<file path="config.mk">
export PLATFORM = sky130hd
export DESIGN_NAME = capture_addr_gen
export DESIGN_NICKNAME = d
export VERILOG_FILES = /design/src/rtl/capture_addr_gen.sv
export SDC_FILE = /design/constraint.sdc
export NUM_CORES = 1
export LEC_CHECK = 0
export ABC_AREA = 1
export BUFFER_PORTS_ARGS = -buffer_cell sky130_fd_sc_hd__buf_2
export CORE_MARGIN = 2
export CORE_UTILIZATION = 53
export CTS_BUF_LIST = sky130_fd_sc_hd__clkbuf_4 sky130_fd_sc_hd__clkbuf_8
export CTS_CLUSTER_DIAMETER = 150
export DETAILED_ROUTE_END_ITERATION = 16
export PLACE_DENSITY = 0.8
export SLEW_MARGIN = 20
export SYNTH_ARGS = -nofsm -noshare
export SYNTH_HDL_FRONTEND = slang
export SYNTH_SLANG_ARGS = --single-unit
</file>
<file path="constraint.sdc">
create_clock -name clock -period 8.8 [get_ports clock]
set_input_delay 1.76 -clock clock [delete_from_list [all_inputs] [get_ports clock]]
set_output_delay 1.76 -clock clock [all_outputs]
set_load 0.02 [all_outputs]
</file>
<file path="src/rtl/capture_addr_gen.sv">
// Triggered write-address generator for the acquisition RAM.
// Sequences arm -> pre-trigger fill -> trigger wait -> post-trigger fill -> done.
module capture_addr_gen #(
   parameter int FRAME_LEN = 200,
   parameter int ADDR_W    = 9
) (
   input  logic              clock,
   input  logic              reset,
   input  logic              sample_en,
   input  logic              sample_type,
   input  logic [ADDR_W-1:0] pretrig,
   input  logic              arm,
   input  logic              trigger,
   output logic [ADDR_W-1:0] ram_addr,
   output logic              ram_we,
   output logic [ADDR_W-1:0] trig_addr,
   output logic [ADDR_W-1:0] start_addr,
   output logic              busy,
   output logic              done
);

   localparam int CW = ADDR_W + 1;
   localparam logic [CW-1:0] LEN_S = CW'(FRAME_LEN);
   localparam logic [CW-1:0] LEN_D = CW'(2 * FRAME_LEN);
   localparam logic [CW-1:0] ONE   = CW'(1);

   typedef enum logic [2:0] {
      S_IDLE,
      S_PRE,
      S_WAIT_TRIG,
      S_POST,
      S_DONE
   } state_t;

   state_t            state_reg, state_next;
   logic              type_l_reg, type_l_next;
   logic [ADDR_W-1:0] pre_l_reg, pre_l_next;
   logic [ADDR_W-1:0] pre_cnt_reg, pre_cnt_next;
   logic [CW-1:0]     post_cnt_reg, post_cnt_next;
   logic [ADDR_W-1:0] ram_addr_reg, ram_addr_next;
   logic [ADDR_W-1:0] trig_addr_reg, trig_addr_next;
   logic [ADDR_W-1:0] start_addr_reg, start_addr_next;

   logic [CW-1:0]     len_l;
   logic [CW-1:0]     len_arm_m1;
   logic [ADDR_W-1:0] pre_clamp;
   logic [ADDR_W-1:0] addr_inc;
   logic [ADDR_W-1:0] pre_cnt_inc;
   logic [CW-1:0]     post_full;
   logic [ADDR_W-1:0] start_base;
   logic [ADDR_W-1:0] start_calc;
   logic              capturing;

   assign capturing = (state_reg == S_PRE) || (state_reg == S_WAIT_TRIG) ||
                      (state_reg == S_POST);

   assign len_l      = type_l_reg ? LEN_D : LEN_S;
   assign len_arm_m1 = (sample_type ? LEN_D : LEN_S) - ONE;
   assign pre_clamp  = ({1'b0, pretrig} > len_arm_m1) ? len_arm_m1[ADDR_W-1:0] : pretrig;

   assign addr_inc    = ({1'b0, ram_addr_reg} == (len_l - ONE)) ? '0 : ram_addr_reg + 1'b1;
   assign pre_cnt_inc = pre_cnt_reg + 1'b1;
   assign post_full   = len_l - {1'b0, pre_l_reg};

   // The result is always below len, so modular ADDR_W-bit math with a len
   // correction on underflow gives the exact record start.
   assign start_base = (state_reg == S_WAIT_TRIG) ? ram_addr_reg : trig_addr_reg;
   assign start_calc = (start_base < pre_l_reg) ?
                       start_base - pre_l_reg + len_l[ADDR_W-1:0] :
                       start_base - pre_l_reg;

   always_comb begin
      state_next      = state_reg;
      type_l_next     = type_l_reg;
      pre_l_next      = pre_l_reg;
      pre_cnt_next    = pre_cnt_reg;
      post_cnt_next   = post_cnt_reg;
      ram_addr_next   = ram_addr_reg;
      trig_addr_next  = trig_addr_reg;
      start_addr_next = start_addr_reg;

      if (arm) begin
         // arm wins over everything, including a coincident trigger
         type_l_next   = sample_type;
         pre_l_next    = pre_clamp;
         ram_addr_next = '0;
         pre_cnt_next  = '0;
         state_next    = (pre_clamp != '0) ? S_PRE : S_WAIT_TRIG;
      end else begin
         if (ram_we) begin
            ram_addr_next = addr_inc;
         end
         case (state_reg)
            S_PRE: begin
               if (sample_en) begin
                  pre_cnt_next = pre_cnt_inc;
                  if (pre_cnt_inc == pre_l_reg) begin
                     state_next = S_WAIT_TRIG;
                  end
               end
            end
            S_WAIT_TRIG: begin
               if (trigger) begin
                  trig_addr_next = ram_addr_reg;
                  if (sample_en) begin
                     post_cnt_next = post_full - ONE;
                     if (post_full == ONE) begin
                        state_next      = S_DONE;
                        start_addr_next = start_calc;
                     end else begin
                        state_next = S_POST;
                     end
                  end else begin
                     post_cnt_next = post_full;
                     state_next    = S_POST;
                  end
               end
            end
            S_POST: begin
               if (sample_en) begin
                  post_cnt_next = post_cnt_reg - ONE;
                  if (post_cnt_reg == ONE) begin
                     state_next      = S_DONE;
                     start_addr_next = start_calc;
                  end
               end
            end
            default: begin
            end
         endcase
      end
   end

   always_ff @(posedge clock or posedge reset) begin
      if (reset) begin
         state_reg      <= S_IDLE;
         type_l_reg     <= 1'b0;
         pre_l_reg      <= '0;
         pre_cnt_reg    <= '0;
         post_cnt_reg   <= '0;
         ram_addr_reg   <= '0;
         trig_addr_reg  <= '0;
         start_addr_reg <= '0;
      end else begin
         state_reg      <= state_next;
         type_l_reg     <= type_l_next;
         pre_l_reg      <= pre_l_next;
         pre_cnt_reg    <= pre_cnt_next;
         post_cnt_reg   <= post_cnt_next;
         ram_addr_reg   <= ram_addr_next;
         trig_addr_reg  <= trig_addr_next;
         start_addr_reg <= start_addr_next;
      end
   end

   assign ram_we     = sample_en && capturing;
   assign ram_addr   = ram_addr_reg;
   assign trig_addr  = trig_addr_reg;
   assign start_addr = start_addr_reg;
   assign busy       = capturing;
   assign done       = (state_reg == S_DONE);

endmodule
</file>
==> flow_summary.json, run 1 <==
{
  "postCtsResizedCells": 0,
  "grt_max_degree": 60,
  "synthCells": 701,
  "overflow": 0,
  "drive_gt1_frac": 0.130,
  "synth_edf_count": 0,
  "dpl_worst_slack_ps": 4580,
  "antenna_left": 0,
  "max_freq_ghz": 0.237,
  "post_cts_buffers": 0,
  "clockRootBuffer": "clkbuf_8",
  "clk_pin_slew_ps": 60,
  "core_area_um2": 8680,
  "p_per_area_nw_per_um2": 235,
  "finalWorstSetupSlack_ps": 4570,
  "min_path_type": "flop to flop",
  "whs_ps": 481,
  "post-route-period-util": 0.480,
  "drt_iter0_drc": 216,
  "yosys_warnings": 0,
  "die_w_um": 98.2,
  "vias": 4653,
  "drt-met1-wl_um": 5190,
  "vdd.ir_drop.worst_v": 0.000127,
  "critPathSlowestCell": "nor2_2",
  "critPathMostFrequentCell": "buf_2",
  "dpl_cell_area_um2": 5010,
  "min_period_ps": 4230,
  "grt_pass1_wl_um": 20700,
  "max_cap_viol_count": 0,
  "area.growth.synth_to_final_pct": 10.9,
  "dr.pass1.iters": 5,
  "yosysTopAreaCellShare": 0.314,
  "drv_slew": 0,
  "max_stage_delay_ps": 260,
  "leakage_nw": 2.78,
  "rows": 34,
  "synth_nets": 743,
  "outcome": "finished clean",
  "cts_sinks": 59,
  "skew_ps": 10.2,
  "post-synth-top-count-cell": "nand2_1",
  "wl_met3_um": 531,
  "cts_buffer_depth": 2,
  "start_util": 0.542,
  "syn_area_per_cell_um2": 6.71,
  "fin_area_um2": 5220,
  "cp_max_fo": 5,
  "largest_reg_flops": 10,
  "die_height_um": 98.2,
  "cts_made_buffers": 9,
  "synth_area_leader_cell": "dfrtp_1",
  "tritoncts": "built",
  "ys_seq_elements": 59,
  "setup.worst_path.end_class": "output pin",
  "clkLatencyLatePin_ps": 360,
  "route.top_layer_used": "met4",
  "fin_util": 0.601,
  "path_delay_family": "buffers and inverters",
  "wl_per_cell_um": 13.5,
  "ys_types": 45,
  "wl_um": 11600,
  "ctsHoldBuffers": 0,
  "rsz0062_at_grt": "false",
  "hold_viol": 0,
  "place_inst": 844,
  "wl_met2_um": 5590,
  "htree_num_levels": 3,
  "cp.arrival_ps": 2470,
  "setup.worst_path.start_class": "primary input",
  "boundaryPins": 45,
  "synth_area_um2": 4710,
  "synthFlopType": "dfrtp_1",
  "dpl.hpwl_um": 8920,
  "total_power_mw": 1.22,
  "yosys-top-cells-area": "dfrtp_1, nand2_1, inv_1",
  "io_buffers": 44,
  "setup_viol": 0,
  "instances_no_fill": 860,
  "grt_usage": 0.262,
  "crit_buf_inv": 3,
  "first_global_vias": 4544,
  "final_nets": 789,
  "path_cells": "buf_2 > inv_1 > nor2_2 > buf_2",
  "synthArstFlopShare": 1.00,
  "path_class": "primary input to output pin",
  "tightest_slew_ps": 760,
  "post-route-drc-count": 0,
  "post_drt_via_cell_ratio": 5.41,
  "ys_top_cells_by_count": "nand2_1, inv_1, nand3_1",
  "ys_seq_area_frac": 0.314,
  "final.setup.tns_ps": 0,
  "n_antenna_cell": 0,
  "routabilityCongestion": 0.914,
  "die_area_um2": 9650,
  "antenna_found_initial": 0,
  "worstPathRequired_ps": 7040,
  "relSlewSlack": 0.493
}
tightest hold or removal path: stages, from the launching register on:
cell,delay [ps]
dfrtp_1,340
nand2_1,60
o21ai_2,50
cell type report:
cell class | count | area, um^2
multi-input cells | 516 | 2740
repair buffers | 45 | 228
clock buffers | 12 | 153
flip-flops and latches | 59 | 1480
inverters | 116 | 435
fillers | 840 | 3460
well taps | 108 | 135
clock inverters | 4 | 50.0
path summary, 6_finish.rpt:
path,start,slack [ps],cells past startpoint,to
max,sample_en,4570,4,ram_we
min,start_addr[4],480,2,start_addr[4]
max reg2reg,state_reg[1],5150,28,start_addr[8]
min reg2reg,start_addr[4],480,2,start_addr[4]
max in group asynchronous,reset,6680,3,ram_addr[1]
min in group asynchronous,reset,1610,3,start_addr[1]
cells by family (layout without fill, tap and decap cells):
family,Yosys count,count (layout),synth area share
AO/OA/AOI/OAI,114,114,0.138
XOR/XNOR,11,11,0.0245
adder cells (fa/ha/maj),27,27,0.0750
buffers and inverters,126,177,0.104
flip-flops,59,59,0.314
multiplexers,1,1,0.00213
AND/OR/NAND/NOR,363,363,0.342
cell usage in the layout (no fill, tap or decap), types with 2 or more instances in the layout:
cell,n
a21boi_0,2
a21oi_1,22
a22oi_1,3
a31oi_1,2
buf_2,44
clkbuf_4,2
clkbuf_8,10
clkinv_1,2
clkinvlp_4,2
dfrtp_1,59
fa_1,2
ha_1,25
inv_1,105
inv_2,9
nand2_1,188
nand2_2,7
nand3_1,72
nand3_2,2
nand3b_1,2
nand4_1,10
nor2_1,50
nor2_2,6
nor2_4,3
nor3_1,15
nor4_1,2
o211ai_1,2
o21ai_0,59
o21ai_1,3
o21ai_2,4
o21bai_1,2
o22ai_1,9
or2_2,2
xnor2_1,2
xor2_1,8
layer usage:
| layer | GRT usage | vias to the layer above |
|---|---|---|
| li1 | - | 2372 |
| met1 | 0.327 | 2126 |
| met2 | 0.449 | 125 |
| met3 | 0.0422 | 30 |
| met4 | 0.112 | 0 |
| met5 | 0 | - |
power by group:
part	leakage, nW	internal, mW	switching [mW]
Sequential	0.753	0.333	0.0510
Combinational	1.92	0.190	0.390
Clock	0.0994	0.144	0.116
Total	2.78	0.668	0.557
No activity file was read; power rests on OpenSTA's default activity.
==> run 2, diff against run 1 <==
--- a/config.mk
+++ b/config.mk
@@ -12,7 +12,7 @@
 export CTS_BUF_LIST = sky130_fd_sc_hd__clkbuf_4 sky130_fd_sc_hd__clkbuf_8
 export CTS_CLUSTER_DIAMETER = 150
 export DETAILED_ROUTE_END_ITERATION = 16
-export PLACE_DENSITY = 0.8
+export PLACE_DENSITY = 0.82
 export SLEW_MARGIN = 20
 export SYNTH_ARGS = -nofsm -noshare
 export SYNTH_HDL_FRONTEND = slang
==> constraint.sdc (replaced) <==
create_clock -name clock -period 3.75 [get_ports clock]
set_input_delay 0.75 -clock clock [delete_from_list [all_inputs] [get_ports clock]]
set_output_delay 0.75 -clock clock [all_outputs]
set_load 0.02 [all_outputs]
==> flow_summary.json, run 2 (same netlist as run 1, synthesis figures left out) <==
{
  "outcome": "finished clean",
  "path_class": "flop to flop",
  "wl_per_cell_um": 14.1,
  "antenna_left": 0,
  "max_freq_ghz": 0.293,
  "dpl.hpwl_um": 9270,
  "clkLatencyLatePin_ps": 350,
  "final_nets": 793,
  "die_w_um": 98.2,
  "min_period_ps": 3420,
  "skew_ps": 11.2,
  "cts_sinks": 59,
  "area.growth.synth_to_final_pct": 11.4,
  "place_inst": 848,
  "path_delay_family": "simple AND/OR/NAND/NOR gates",
  "rsz0062_at_grt": "false",
  "setup.worst_path.start_class": "flop",
  "wl_um": 12200,
  "vdd.ir_drop.worst_v": 0.000269,
  "critPathMostFrequentCell": "nand2_1",
  "relSlewSlack": 0.617,
  "rows": 34,
  "tightest_slew_ps": 573,
  "io_buffers": 44,
  "cp.arrival_ps": 3670,
  "clockRootBuffer": "clkbuf_8",
  "overflow": 0,
  "post_cts_buffers": 0,
  "n_antenna_cell": 0,
  "tritoncts": "built",
  "die_height_um": 98.2,
  "leakage_nw": 2.80,
  "r2r_setup_slack_ps": 330,
  "antenna_found_initial": 0,
  "clk_pin_slew_ps": 80,
  "final_common_cell": "nand2_1",
  "cts_buffer_depth": 2,
  "first_global_vias": 4474,
  "max_cap_viol_count": 0,
  "final.setup.tns_ps": 0,
  "largest_reg_flops": 10,
  "instances_no_fill": 864,
  "hold_viol": 0,
  "critPathSlowestCell": "dfrtp_1",
  "cts_made_buffers": 9,
  "grt_max_degree": 42,
  "start_util": 0.542,
  "dr.pass1.iters": 5,
  "grt_pass1_wl_um": 20300,
  "crit_buf_inv": 5,
  "min_path_type": "primary input to asynchronous set/reset pin",
  "worstPathRequired_ps": 4000,
  "core_area_um2": 8680,
  "boundaryPins": 45,
  "grt_usage": 0.259,
  "drv_slew": 0,
  "setup_viol": 0,
  "max_stage_delay_ps": 410,
  "die_area_um2": 9650,
  "htree_num_levels": 3,
  "routabilityCongestion": 0.968,
  "vias": 4783,
  "total_power_mw": 2.90,
  "drt_iter0_drc": 255,
  "setup.worst_path.end_class": "flop",
  "cp_max_fo": 6,
  "mostFrequentLayoutCells": "nand2_1, inv_1, nand3_1",
  "post_drt_via_cell_ratio": 5.54,
  "drive_gt1_frac": 0.136,
  "p_per_area_nw_per_um2": 552,
  "post-route-period-util": 0.911,
  "post-route-drc-count": 0
}
[run 2: cell types whose count changed in the layout (fill, tap and decap cells not counted)]
cell	change
clkinvlp_4	-1
clkbuf_4	-1
clkinv_2	+2
dfrtp_1	-1
buf_4	+4
dfrtp_2	+1
[run 2: cell type report]
class,count,area [um^2]
Inverter,116,435
Fill cell,816,3430
Timing Repair Buffer,49,258
Multi-Input combinational cell,516,2740
Sequential cell,59,1480
Clock inverter,5,52.6
Tap cell,108,135
Clock buffer,11,145
[run 2: worst paths after layout]
path	startpoint	endpoint	cells after the start
min in group clock	start_addr[7]	start_addr[7]	2
setup / recovery	state_reg[2]	start_addr[8]	27
hold / removal	reset	pre_cnt_reg[6]	2
setup reg to reg	state_reg[2]	start_addr[8]	27
hold reg to reg	start_addr[7]	start_addr[7]	2
max in group asynchronous	reset	state_reg[1]	3
[run 2: report_power, final]
group / switching (mW) / internal [mW]
Sequential: 0.124 / 0.784
Clock: 0.270 / 0.329
Combinational: 0.929 / 0.462
[run 2: stage by stage]
step	hold slack [ps]	setup WS (ps)	util	instance area, um^2
3_5_place_dp	467	386	0.581	5040
3_3_place_gp	465	545	0.581	5040
2_1_floorplan	503	616	-	4710
4_1_cts	394	364	0.604	5240
6_report	389	333	0.604	5240
5_1_grt	414	25.8	0.604	5240
[run 2: timing repair]
action                                  in CTS  in global routing
resized for setup                            0                  1
endpoints found under the setup margin       0                  1
hold buffers                                 0                  0
[run 2: per-layer routing]
layer	track usage	up-vias	wire (um)
met1	0.325	2231	5180
met3	0.0365	27	672
met5	0	-	0
met4	0.101	0	296
li1	-	2375	-
met2	0.452	150	6010
[run 2: worst reg2reg max path, delay by kind of cell, from the launching register on]
kind	cells	cell delay, ps
and+or+nand+nor	18	1550
adders and majority gates	3	910
DFF	1	410
buffers and inverters	5	350
AOI/OAI and AO/OA	1	90
